**src/rtl/uart_tx_controller.sv**
```systemverilog
// uart_tx_controller: buffers host bytes in a small FIFO, owns the word-length
// setting and paces the transmit shift register with load/shift strobes, one
// shift every OVERSAMPLE BCLK cycles. Status outputs are registered from the
// next-state values so they describe the machine as of the last edge.
module uart_tx_controller #(
  parameter int OVERSAMPLE = 16,
  parameter int FIFO_DEPTH = 4
) (
  input  logic                          BCLK,
  input  logic                          RST_N,
  input  logic                          wr_en,
  input  logic [7:0]                    wr_data,
  input  logic                          cfg_we,
  input  logic [1:0]                    cfg_wsl,
  input  logic                          tx_en,
  input  logic                          clr_ovr,
  input  logic                          tsr_busy,
  output logic                          ts_load,
  output logic                          ts_shift,
  output logic [7:0]                    tsr_data,
  output logic [1:0]                    wsl,
  output logic                          fifo_full,
  output logic [$clog2(FIFO_DEPTH):0]   fifo_level,
  output logic                          thre,
  output logic                          temt,
  output logic                          overrun,
  output logic                          cfg_rej
);

  localparam int PTR_W = $clog2(FIFO_DEPTH);
  localparam int LVL_W = PTR_W + 1;
  localparam int CNT_W = $clog2(OVERSAMPLE);
  localparam logic [CNT_W-1:0] CNT_MAX = CNT_W'(OVERSAMPLE - 1);
  localparam logic [LVL_W-1:0] LVL_FULL = LVL_W'(FIFO_DEPTH);

  typedef enum logic [1:0] {
    IDLE = 2'd0,
    LOAD = 2'd1,
    RUN  = 2'd2
  } state_t;

  state_t             state_q, state_d;
  logic [CNT_W-1:0]   cnt_q, cnt_d;
  logic [PTR_W-1:0]   wrPtr_q, wrPtr_d;
  logic [PTR_W-1:0]   rdPtr_q, rdPtr_d;
  logic [LVL_W-1:0]   fifoLevel_q, fifoLevel_d;
  logic               fifoFull_q, fifoFull_d;
  logic               thre_q, thre_d;
  logic               temt_q, temt_d;
  logic               overrun_q, overrun_d;
  logic               cfgRej_q, cfgRej_d;
  logic [1:0]         wsl_q, wsl_d;
  logic               tsLoad_q, tsLoad_d;
  logic [7:0]         tsrData_q, tsrData_d;

  logic [7:0]         fifoMem [FIFO_DEPTH];

  logic               push;
  logic               pop;
  logic               startOk;
  logic               cfgOk;

  // Force the bits above the last data bit to 1 so the shifter sends a stop bit next.
  function automatic logic [7:0] maskByte(input logic [7:0] b, input logic [1:0] w);
    logic [7:0] r;
    case (w)
      2'd0:    r = b | 8'hE0;
      2'd1:    r = b | 8'hC0;
      2'd2:    r = b | 8'h80;
      default: r = b;
    endcase
    return r;
  endfunction

  // Next-state logic: frame sequencing, FIFO bookkeeping, config and status.
  always_comb begin
    state_d     = state_q;
    cnt_d       = cnt_q;
    wrPtr_d     = wrPtr_q;
    rdPtr_d     = rdPtr_q;
    fifoLevel_d = fifoLevel_q;
    overrun_d   = overrun_q;
    wsl_d       = wsl_q;
    cfgRej_d    = 1'b0;
    tsrData_d   = tsrData_q;

    push    = wr_en && !fifoFull_q;
    startOk = (fifoLevel_q != '0) && tx_en;
    cfgOk   = (state_q == IDLE) && (fifoLevel_q == '0);

    case (state_q)
      IDLE: begin
        cnt_d = '0;
        if (startOk) state_d = LOAD;
      end
      LOAD: begin
        cnt_d   = '0;
        state_d = RUN;
      end
      RUN: begin
        cnt_d = (cnt_q == CNT_MAX) ? '0 : cnt_q + CNT_W'(1);
        if ((cnt_q == CNT_MAX) && !tsr_busy) state_d = startOk ? LOAD : IDLE;
      end
      default: begin
        cnt_d   = '0;
        state_d = IDLE;
      end
    endcase

    pop      = (state_d == LOAD);
    tsLoad_d = pop;
    if (pop) begin
      tsrData_d = maskByte(fifoMem[rdPtr_q], wsl_q);
      rdPtr_d   = rdPtr_q + PTR_W'(1);
    end
    if (push) wrPtr_d = wrPtr_q + PTR_W'(1);

    case ({push, pop})
      2'b10:   fifoLevel_d = fifoLevel_q + LVL_W'(1);
      2'b01:   fifoLevel_d = fifoLevel_q - LVL_W'(1);
      default: fifoLevel_d = fifoLevel_q;
    endcase

    fifoFull_d = (fifoLevel_d == LVL_FULL);
    thre_d     = (fifoLevel_d == '0);
    temt_d     = thre_d && (state_d == IDLE);

    if (wr_en && fifoFull_q) overrun_d = 1'b1;
    else if (clr_ovr)        overrun_d = 1'b0;

    if (cfg_we) begin
      if (cfgOk) wsl_d    = cfg_wsl;
      else       cfgRej_d = 1'b1;
    end
  end

  // State, counters, pointers and registered outputs with synchronous active-low reset.
  always_ff @(posedge BCLK) begin
    if (!RST_N) begin
      state_q     <= IDLE;
      cnt_q       <= '0;
      wrPtr_q     <= '0;
      rdPtr_q     <= '0;
      fifoLevel_q <= '0;
      fifoFull_q  <= 1'b0;
      thre_q      <= 1'b1;
      temt_q      <= 1'b1;
      overrun_q   <= 1'b0;
      cfgRej_q    <= 1'b0;
      wsl_q       <= 2'd3;
      tsLoad_q    <= 1'b0;
      tsrData_q   <= 8'hFF;
    end else begin
      state_q     <= state_d;
      cnt_q       <= cnt_d;
      wrPtr_q     <= wrPtr_d;
      rdPtr_q     <= rdPtr_d;
      fifoLevel_q <= fifoLevel_d;
      fifoFull_q  <= fifoFull_d;
      thre_q      <= thre_d;
      temt_q      <= temt_d;
      overrun_q   <= overrun_d;
      cfgRej_q    <= cfgRej_d;
      wsl_q       <= wsl_d;
      tsLoad_q    <= tsLoad_d;
      tsrData_q   <= tsrData_d;
    end
  end

  // FIFO storage needs no reset; the pointers and level define what is valid.
  always_ff @(posedge BCLK) begin
    if (push) fifoMem[wrPtr_q] <= wr_data;
  end

  assign ts_load    = tsLoad_q;
  assign ts_shift   = (state_q == RUN) && (cnt_q == '0) && tsr_busy;
  assign tsr_data   = tsrData_q;
  assign wsl        = wsl_q;
  assign fifo_full  = fifoFull_q;
  assign fifo_level = fifoLevel_q;
  assign thre       = thre_q;
  assign temt       = temt_q;
  assign overrun    = overrun_q;
  assign cfg_rej    = cfgRej_q;

endmodule

```
**config.mk**
```make
export PLATFORM = sky130hd
export DESIGN_NAME = uart_tx_controller
export DESIGN_NICKNAME = d
export VERILOG_FILES = /design/src/rtl/uart_tx_controller.sv
export SDC_FILE = /design/constraint.sdc
export NUM_CORES = 1
export LEC_CHECK = 0
export BUFFER_PORTS_ARGS = -buffer_cell sky130_fd_sc_hd__buf_4
export CAP_MARGIN = 20
export CORE_MARGIN = 2
export CORE_UTILIZATION = 41
export CTS_CLUSTER_DIAMETER = 120
export DETAILED_ROUTE_END_ITERATION = 7
export GPL_TIMING_DRIVEN = 1
export PLACE_DENSITY_LB_ADDON = 0.08
export SETUP_SLACK_MARGIN = 0.3
export SLEW_MARGIN = 20
export SYNTH_ARGS = -nofsm -noshare
export SYNTH_HDL_FRONTEND = slang
export SYNTH_SLANG_ARGS = --single-unit
```
**constraint.sdc**
```tcl
create_clock -name BCLK -period 5.1 [get_ports BCLK]
set_clock_uncertainty 0.05 [all_clocks]
set_input_delay 0 -clock BCLK [delete_from_list [all_inputs] [get_ports BCLK]]
set_output_delay 0 -clock BCLK [all_outputs]
set_load 0.05 [all_outputs]
```
# == Yosys cells after proc, flatten, opt, wreduce, memory -nomap -nowiden ==
# Memories as Yosys holds them, arrays and structs flattened. A register that Yosys moved wholly into a read port is not among the register bits.
# Index checks and enable logic that the tools add are counted.
# totals
ramBits,32
register_bits,29
out_inout_bits,20
word_cells,64
n_memories,1
input_bits,17
# memory_table
name,depth,word_bits,read_ports,rd_ports_with_merged_regs,wr,line_no,text
fifoMem,4,8,1,1,1,56,logic [7:0] fifoMem [FIFO_DEPTH];
# op_classes
eq_ne,9
mux,13
n_bitwise,2
add_sub_neg,5
reduce_logical,21
# ops
cell,n
$pmux W8 S3,1
$eq A2 B1 Y1 const B,4
$logic_and A1 B1 Y1,8
$mux W2,4
$eq A2 B2 Y1 const B,3
$logic_not A2 Y1,3
$logic_not A3 Y1,2
$mux W1,6
$pmux W2 S3,1
$pmux W3 S2,1
$add A2 B1 Y2 const B,2
$add A4 B1 Y4 const B,1
$eq A4 B4 Y1 const B,1
$logic_not A4 Y1,1
$reduce_and A2 Y1,2
$add A3 B1 Y3 const B,1
$eq A3 B3 Y1 const B,1
$reduce_bool A3 Y1,1
$reduce_or A3 Y1,1
$sub A3 B1 Y3 const B,1
$logic_not A1 Y1,2
$not A1 Y1,2
$reduce_bool A2 Y1,1

# == Longest topological paths before layout ==
# Gate-level depths: netlist (run 1).
# depth
word_depth,10
mapped_depth,11
depth_no_buf,10

# == Worst setup path after synthesis (run 1) ==
# No wires, ideal clock.
# synth_path
path_kind,flip-flop to flip-flop
start,"register fifoLevel_q[0], in the netlist fifo_level[0]"
end,"register temt_q, in the netlist temt"
t_required_ps,4963
path_stages_with_launch,11
period_less_slack_ps,3012
path_buffers,1
slack_ps,2088
t_arrival_ps,2874
setup_ps,87
path_cell_list,dfxtp_1 nor3_2 a2111oi_4 buf_6 ha_1 inv_1 fa_1 xor2_1 xor2_1 a32oi_1 o31ai_1
# synth_via
elab_chain_cells,10
word_cells_on_any_way,15
cone_classes,add/sub (2); eq/ne (3); mux (5); reduce/logical (5)
# synth_rtl
item,line_no,text
start: declaration,46,"logic [LVL_W-1:0] fifoLevel_q, fifoLevel_d;"
start signal: assignment,158,fifoLevel_q <= fifoLevel_d;
$reduce_bool A3 Y1 (*),88,startOk = (fifoLevel_q != '0) && tx_en;
$logic_and A1 B1 Y1 (*),88,
$mux W1,102,if ((cnt_q == CNT_MAX) && !tsr_busy) state_d = startOk ? LOAD : IDLE;
$mux W2,102,
$pmux W2 S3 (*),91,case (state_q)
$eq A2 B1 Y1 (*),110,pop = (state_d == LOAD);
via pop,59,logic pop;
$eq A2 B1 Y1 / $eq A2 B2 Y1 (equally long branches),118,"case ({push, pop})"
$pmux W3 S2 (*),118,
$logic_not A3 Y1 (*),125,thre_d = (fifoLevel_d == '0);
$logic_and A1 B1 Y1 (*),126,temt_d = thre_d && (state_d == IDLE);
end signal: assignment,161,temt_q <= temt_d;
end: declaration,49,"logic temt_q, temt_d;"
# The timed path passes the listed nets; every way through them passes the cells marked *.
# A chain may end at the register's enable or synchronous reset.

# == Final worst setup path (run 1) ==
# layout_path
start,register cnt_q[0]
end,"register temt_q, in the netlist temt"
# layout_via
elab_chain_cells,9
word_cells_on_any_way,11
cone_classes,eq/ne (4); mux (3); reduce/logical (4)
# layout_rtl
item,line_no,text
start: declaration,43,"logic [CNT_W-1:0] cnt_q, cnt_d;"
start signal: assignment,155,cnt_q <= cnt_d;
$eq A4 B4 Y1 (*),102,
$logic_and A1 B1 Y1 (*),102,
$mux W2 (*),102,
$pmux W2 S3 (*),91,
$eq A2 B1 Y1,110,
$eq A2 B1 Y1 / $eq A2 B2 Y1 (equally long branches),118,
$pmux W3 S2,118,
$logic_not A3 Y1,125,
$logic_and A1 B1 Y1 (*),126,
# Mark *: on every way between the ends. The rest lies on a longest branch, timed or not.

==> results of run 1 <==
-- where the power goes --
group | internal (mW) | switching, mW | leakage [nW] | total, mW
Clock | 0.271 | 0.177 | 0.102 | 0.449
Sequential | 0.628 | 0.0785 | 0.548 | 0.707
Combinational | 0.252 | 0.362 | 0.630 | 0.614
Total | 1.15 | 0.618 | 1.28 | 1.77
-- what timing repair did --
item,CTS,global route
endpoints found under the hold margin,46,0
buffers inserted,0,0
hold buffers,17,0
setup endpoints to repair,0,0
-- final cells by class --
class | count | area (um^2) | share of cell area [%]
flip-flops and latches | 63 | 1580 | 49.3
clock inverters | 5 | 72.6 | 2.26
clock buffers | 11 | 131 | 4.10
repair buffers | 54 | 448 | 14.0
well taps | 75 | 93.8 | 2.93
multi-input cells | 101 | 833 | 26.0
inverters | 12 | 45.0 | 1.41
-- worst max-delay path: cells and delay by family, from the launching register on --
family	cells	cell delay, ns
compound gates	3	0.70
xor+xnor	2	0.39
fa+ha+maj	3	0.82
buf+inv	2	0.35
flops	1	0.37
simple gates	1	0.16
-- layer usage --
layer	share of wire [%]	routed length (um)	track usage (%)
met1	47	2130	18.8
met3	4.2	192	5.27
met2	48	2170	24.2
met4	1.3	59	7.50
met5	0	0	0
-- synth_stat cells (2+ instances only) --
library cell and number:
inv_1 12, clkbuf_1 4, xnor2_1 2, o21ai_1 3, mux2i_1 8, nor2_1 7
xor2_1 6, o21ai_0 2, nor2b_1 4, nand3_1 8, nand2b_1 5, ha_1 7
and3_1 2, dfxtp_1 31, and2_1 12, nand2_1 16, a21oi_1 2, edfxtp_1 32
mux4_2 8, buf_1 2
-- cell usage in the layout (no fill, tap or decap), drive strengths merged --
| master | n |
|---|---|
| dlygate4sd3 | 17 |
| buf | 37 |
| edfxtp | 32 |
| xor2 | 6 |
| o21ai | 5 |
| a2111oi | 1 |
| clkinv | 3 |
| ha | 7 |
| nand2 | 16 |
| clkbuf | 11 |
| xnor2 | 2 |
| fa | 1 |
| and2 | 12 |
| bufinv | 2 |
| a21oi | 2 |
| o31ai | 1 |
| a32oi | 1 |
| nand4b | 1 |
| mux2i | 8 |
| nor3 | 2 |
| nor2b | 4 |
| and3b | 1 |
| a21boi | 1 |
| mux4 | 8 |
| nand2b | 5 |
| and3 | 2 |
| nor2 | 7 |
| nand3 | 8 |
| inv | 12 |
| dfxtp | 31 |
-- worst min path at each step --
stage,startpoint,cells after the start,end
floorplan,wr_data[0],0,fifoMem[0][0]$_DFFE_PP_
global placement,wr_data[4],1,fifoMem[0][4]$_DFFE_PP_
detailed placement,wr_data[4],1,fifoMem[1][4]$_DFFE_PP_
CTS,tsr_busy,5,temt$_SDFF_PN1_
global route,tsr_busy,5,temt$_SDFF_PN1_
finish,tsr_busy,5,temt$_SDFF_PN1_
-- through the flow --
stage	utilization [%]	hold slack (ns)	worst slack (ns)	instances
floorplan	-	0.0489	2.09	183
global placement	48.1	0.148	2.27	288
detailed placement	48.1	0.156	2.17	288
CTS	54.5	0.123	2.15	321
global route	54.5	0.167	1.91	321
finish	54.5	0.132	2.18	321
-- cell families (layout without fill, tap and decap cells) --
| kind of cell | Yosys count | in the layout | share of synthesized area, % |
|---|---|---|---|
| flops | 63 | 63 | 63.4 |
| mux | 16 | 16 | 10.4 |
| buf+inv | 19 | 82 | 3.16 |
| simple gates | 58 | 58 | 12.4 |
| fa+ha+maj | 8 | 8 | 4.31 |
| compound gates | 11 | 11 | 3.46 |
| xor+xnor | 8 | 8 | 2.81 |
-- flip-flops by register name, indices dropped and copies added (netlist names), named ones only --
name        cells
wrPtr_q         2
ts_load         1
wsl             2
temt            1
overrun         1
thre            1
cfg_rej         1
fifoMem        32
rdPtr_q         2
state_q         2
cnt_q           4
fifo_level      3
tsr_data        8
fifo_full       1
==> run_results.csv, run 1 <==
group,metric,value,unit
worst_setup_path,crit_type,"reg -> reg",
yosys,yosys_warnings,0,
sta,slew_headroom,62.6,%
worst_setup_path,crit_path_max_fanout,17,
sta,finalCritPeriodShare,57.3,%
routing,avgViaCountPerCell,4.74,
global_routing,grt_max_degree,30,
cts,cts_tree,"done",
routing,drtAntennaViolNets,0,
worst_setup_path,startpoint,"cnt_q[0]$_SDFF_PP0_",
worst_setup_path,r2r-start,"cnt_q[0]$_SDFF_PP0_",
die,initial_core_util,42.4,%
worst_setup_path,cp-endpoint,"temt$_SDFF_PN1_",
yosys,synth_top_area_cell,"edfxtp_1",
global_routing,grt_pass1_wl,7310,um
pwr,vdd.ir_drop.worst,0.000242,V
finish,nets,266,
placement,port_buffers,36,
worst_hold_path,hold_class,"in -> reg",
global_routing,grt_pass1_vias,1516,
pwr,cellPowerDensity,552,mW/mm^2
run_status,outcome,"finished, final reports clean",
routing,drt-pass1-iter-count,4,
yosys,synth_edf_count,32,
sta,period_needed,2.92,ns
worst_setup_path,slowest_delay,0.37,ns
yosys,synth.ff_latch_count,63,
placement,placed_area,0.00283,mm^2
cts,cts_resized,0,
placement,gp_congestion,0.732,
worst_setup_path,crit_chain,"ha_1 > nand4b_2 > a2111oi_4 > buf_4 > ha_1 > inv_1 > fa_1 > xor2_1 > xor2_1 > a32oi_1 > o31ai_1",
finish,drive_above_1_share,24.4,%
sta,fmax,0.342,GHz
finish,design_area,0.00321,mm^2
worst_setup_path,cp.required,5.30,ns
global_routing,grtUsageTotal,15.4,%
pwr,p_total,1.77,mW
worst_setup_path,arrival,3.12,ns
die,core.rowCount,28,
routing,drt_drc_violations_left,0,
global_routing,overflow,0,
die,die_w,82.0,um
sta,tightestPinTransition,0.561,ns
finish,areaGrowthSynthToFinish,28.5,%
pwr,p_leak,1.28,nW
yosys,syn_area,0.00249,mm^2
finish,n_fill_cell,526,
die,coreArea,0.00589,mm^2
yosys,yosysUniqueCellTypes,30,
yosys,synth_top_area_share,38.5,%
yosys,syn_inst,183,
worst_setup_path,r2r_setup_slack,2.18,ns
cts,numCtsBuffers,9,
routing,routed_wl,4550,um
yosys,yosysSeqAreaShare,63.4,%
global_routing,antenna_found_initial,0,
worst_setup_path,crit_path_end_kind,"flop",
cts,htree_levels,3,
yosys,synth.avg_cell_area,13.6,um^2
worst_setup_path,cp-start-kind,"flop",
sta,setup_viol,0,
finish,antennaDiodeCount,0,
cts,cts_buffer_depth,2,
yosys,async_flop_share,0,%
die,dieArea,0.00672,mm^2
cts,cts_sinks,63,
yosys,synthFlopType,"edfxtp_1",
worst_setup_path,rr_worst_depth,11,
cts,clock_latency,0.33,ns
die,io_pins,37,
worst_setup_path,r2r_end,"temt$_SDFF_PN1_",
cts,clk_pin_slew,0.06,ns
yosys,synth_fp_nets,208,
sta,rsz0062_at_grt,"no",
routing,wl_per_cell,14.2,um
worst_setup_path,critPathSlowestCell,"dfxtp_1",
sta,fin_setup_tns,0,ns
routing,vias,1520,
sta,hold_viol_final,0,
cts,root_buffer,"clkbuf_8",
yosys,synth_area_leaders,"edfxtp_1, dfxtp_1, mux4_2",
die,die_h,82.0,um
sta,final_max_slew_viol_count,0,
routing,drt-initial-drc-count,70,
job,maxCapViolations,0,
placement,post-dp-hpwl,3020,um
(Power assumes the default switching activity.)
==> run 2, diff against run 1 <==
Clock period 5.1 ns to 2.45 ns, I/O delays scaled along.
==> run 2 against run 1 <==
  * Sequential power up 110%
  * Routed wire length up 5.6%
  * Non-clock buffer count up 9
  * Die area unchanged
  * Clock power up 92%
  * Clock-buffer cell count down 2
  * Setup slack worse by 2.1 ns
  * Sequential cell count unchanged
  * Cell area up 3.7%
  * Maximum frequency up 21%
  * Largest cell class unchanged
==> run_results.csv, run 2 (same netlist as run 1, synthesis figures left out) <==
group,metric,value,unit
finish,design_area,0.00333,mm^2
die,coreArea,0.00589,mm^2
finish,regArea,0.00160,mm^2
worst_setup_path,r2r-start,"cnt_q[1]$_SDFF_PP0_",
sta,fin_setup_tns,0,ns
worst_setup_path,arrival,2.58,ns
worst_setup_path,slowest_delay,0.39,ns
placement,post-dp-hpwl,3120,um
sta,setup_viol,0,
routing,drtAntennaViolNets,0,
finish,drive_above_1_share,32.5,%
sta,hold_viol_final,0,
job,maxCapViolations,0,
cts,cts_tree,"done",
finish,nets,275,
global_routing,grt_pass1_vias,1597,
global_routing,grtUsageTotal,16.0,%
die,dieArea,0.00672,mm^2
pwr,cellPowerDensity,1120,mW/mm^2
cts,htree_levels,3,
worst_hold_path,hold_end,"temt$_SDFF_PN1_",
worst_setup_path,crit_path_max_fanout,2,
sta,rsz0062_at_grt,"yes",
finish,areaGrowthSynthToFinish,33.4,%
cts,numCtsBuffers,9,
pwr,pwr-share-seq,39.6,%
routing,drt_drc_violations_left,0,
placement,gp_congestion,0.769,
die,initial_core_util,42.4,%
worst_setup_path,crit_path_end_kind,"flop",
die,io_pins,37,
pwr,internal_power,2.39,mW
finish,largest_register_ffs,32,
routing,drt-pass1-iter-count,4,
global_routing,overflow,0,
worst_setup_path,crit_type,"reg -> reg",
cts,cts_sinks,63,
sta,fmax,0.415,GHz
finish,multi_input_area,885,um^2
worst_setup_path,cp-start-kind,"flop",
worst_setup_path,cp.required,2.62,ns
run_status,outcome,"finished, final reports clean",
sta,slew_headroom,60.9,%
pwr,combPwrFrac,37.3,%
global_routing,grt_pass1_wl,7460,um
cts,clk_pin_slew,0.07,ns
finish,top_register,"fifoMem",
pwr,switchingPower,1.35,mW
die,die_h,82.0,um
placement,port_buffers,36,
pwr,p_leak,1.34,nW
routing,vias,1569,
global_routing,grt_max_degree,30,
worst_setup_path,cp_top_family,"compound AO/OA/AOI/OAI gates",
worst_setup_path,r2r_setup_slack,0.04,ns
pwr,vdd.ir_drop.worst,0.000581,V
cts,cts_buffer_depth,2,
worst_setup_path,r2r_end,"temt$_SDFF_PN1_",
sta,period_needed,2.41,ns
global_routing,antenna_found_initial,0,
pwr,p_clk_share,23.1,%
routing,routed_wl,4810,um
finish,final_cell_mix,"buf_4, edfxtp_1, dfxtp_1, dlygate4sd3_1, nand2_1",
cts,clock_latency,0.34,ns
worst_hold_path,hp-start,"tsr_busy",
worst_hold_path,hold_class,"in -> reg",
cts,root_buffer,"clkbuf_8",
worst_setup_path,crit_chain,"ha_4 > nand4b_4 > a2111oi_4 > ha_4 > inv_2 > fa_2 > xor2_2 > xor2_1 > a32oi_1 > o31ai_1",
routing,wl_per_cell,14.6,um
placement,placed_area,0.00291,mm^2
finish,n_fill_cell,506,
sta,finalCritPeriodShare,98.4,%
finish,final_common_cell,"buf_4",
finish,antennaDiodeCount,0,
worst_setup_path,path_buf_inv,1,
pwr,netSwitchingFraction,36.0,%
die,die_w,82.0,um
sta,final_max_slew_viol_count,0,
worst_setup_path,rr_worst_depth,10,
die,core.rowCount,28,
worst_setup_path,critPathSlowestCell,"a2111oi_4",
worst_hold_path,worstHoldPathCells,5,
sta,tightestPinTransition,0.586,ns
routing,avgViaCountPerCell,4.75,
routing,drt-initial-drc-count,54,
worst_setup_path,cpMostUsedCell,"ha_4",
[run 2: changes by cell type in the layout (fill, tap and decap cells not counted), moves of 2 or more]
cell,delta
ha_4,+2
dfxtp_2,+2
dfxtp_4,+4
buf_4,+9
ha_1,-2
clkbuf_1,-2
dfxtp_1,-6
[run 2: per-layer routing]
layer / track usage [%] / vias to the layer above / share of wire, %
li1: - / 770 / -
met1: 17.9 / 762 / 43
met2: 27.2 / 27 / 51
met3: 5.27 / 10 / 3.9
met4: 8.00 / 0 / 1.9
met5: 0 / - / 0
[run 2: worst max path at each step]
stage | slack [ns] | endpoint | depth (start not counted) | startpoint
global route | -0.11 | temt$_SDFF_PN1_ | 10 | cnt_q[1]$_SDFF_PP0_
global placement | 0.07 | temt$_SDFF_PN1_ | 10 | cnt_q[0]$_SDFF_PP0_
floorplan | -0.15 | temt$_SDFF_PN1_ | 11 | cnt_q[1]$_SDFF_PP0_
CTS | 0.04 | temt$_SDFF_PN1_ | 10 | cnt_q[1]$_SDFF_PP0_
detailed placement | -0.003 | temt$_SDFF_PN1_ | 10 | cnt_q[0]$_SDFF_PP0_
finish | 0.04 | temt$_SDFF_PN1_ | 10 | cnt_q[1]$_SDFF_PP0_
[run 2: cell type report]
type	instances	share of cell area [%]
multi-input cells	101	26.6
clock buffers	9	3.72
well taps	75	2.82
flip-flops and latches	63	48.1
inverters	12	1.35
repair buffers	63	15.5
clock inverters	7	1.92
[run 2: power by group through the flow]
stage          sequential, mW  combinational [mW]  clock (mW)
2_1_floorplan            1.80               0.688           0
3_3_place_gp             1.50                1.31           0
3_5_place_dp             1.51                1.34           0
4_1_cts                  1.48                1.39       0.882
5_1_grt                  1.51                1.51       0.934
6_report                 1.48                1.39       0.864
[run 2: worst reg2reg max path, cell delays in order (launching register included)]
cell,delay (ns)
dfxtp_2,0.35
ha_4,0.15
nand4b_4,0.11
a2111oi_4,0.39
ha_4,0.20
inv_2,0.03
fa_2,0.35
xor2_2,0.20
xor2_1,0.14
a32oi_1,0.25
o31ai_1,0.08
[run 2: metrics by stage]
| stage | instances | hold WS, ns | power (mW) | worst slack [ns] | util, % |
|---|---|---|---|---|---|
| 2_1_floorplan | 183 | 0.0489 | 2.48 | -0.148 | - |
| 3_3_place_gp | 291 | 0.149 | 2.81 | 0.0673 | 49.5 |
| 3_5_place_dp | 291 | 0.155 | 2.85 | -0.00336 | 49.5 |
| 4_1_cts | 329 | 0.129 | 3.76 | 0.0390 | 56.2 |
| 5_1_grt | 330 | 0.179 | 3.95 | -0.112 | 56.5 |
| 6_report | 330 | 0.149 | 3.73 | 0.0382 | 56.5 |
[run 2: repair_timing]
action | in CTS | in global routing
endpoints found under the hold margin | 46 | 0
setup endpoints to repair | 5 | 5
gates cloned | 0 | 0
gates resized for setup | 1 | 2
setup buffers | 5 | 1
hold buffers | 17 | 0
pin swaps | 0 | 3
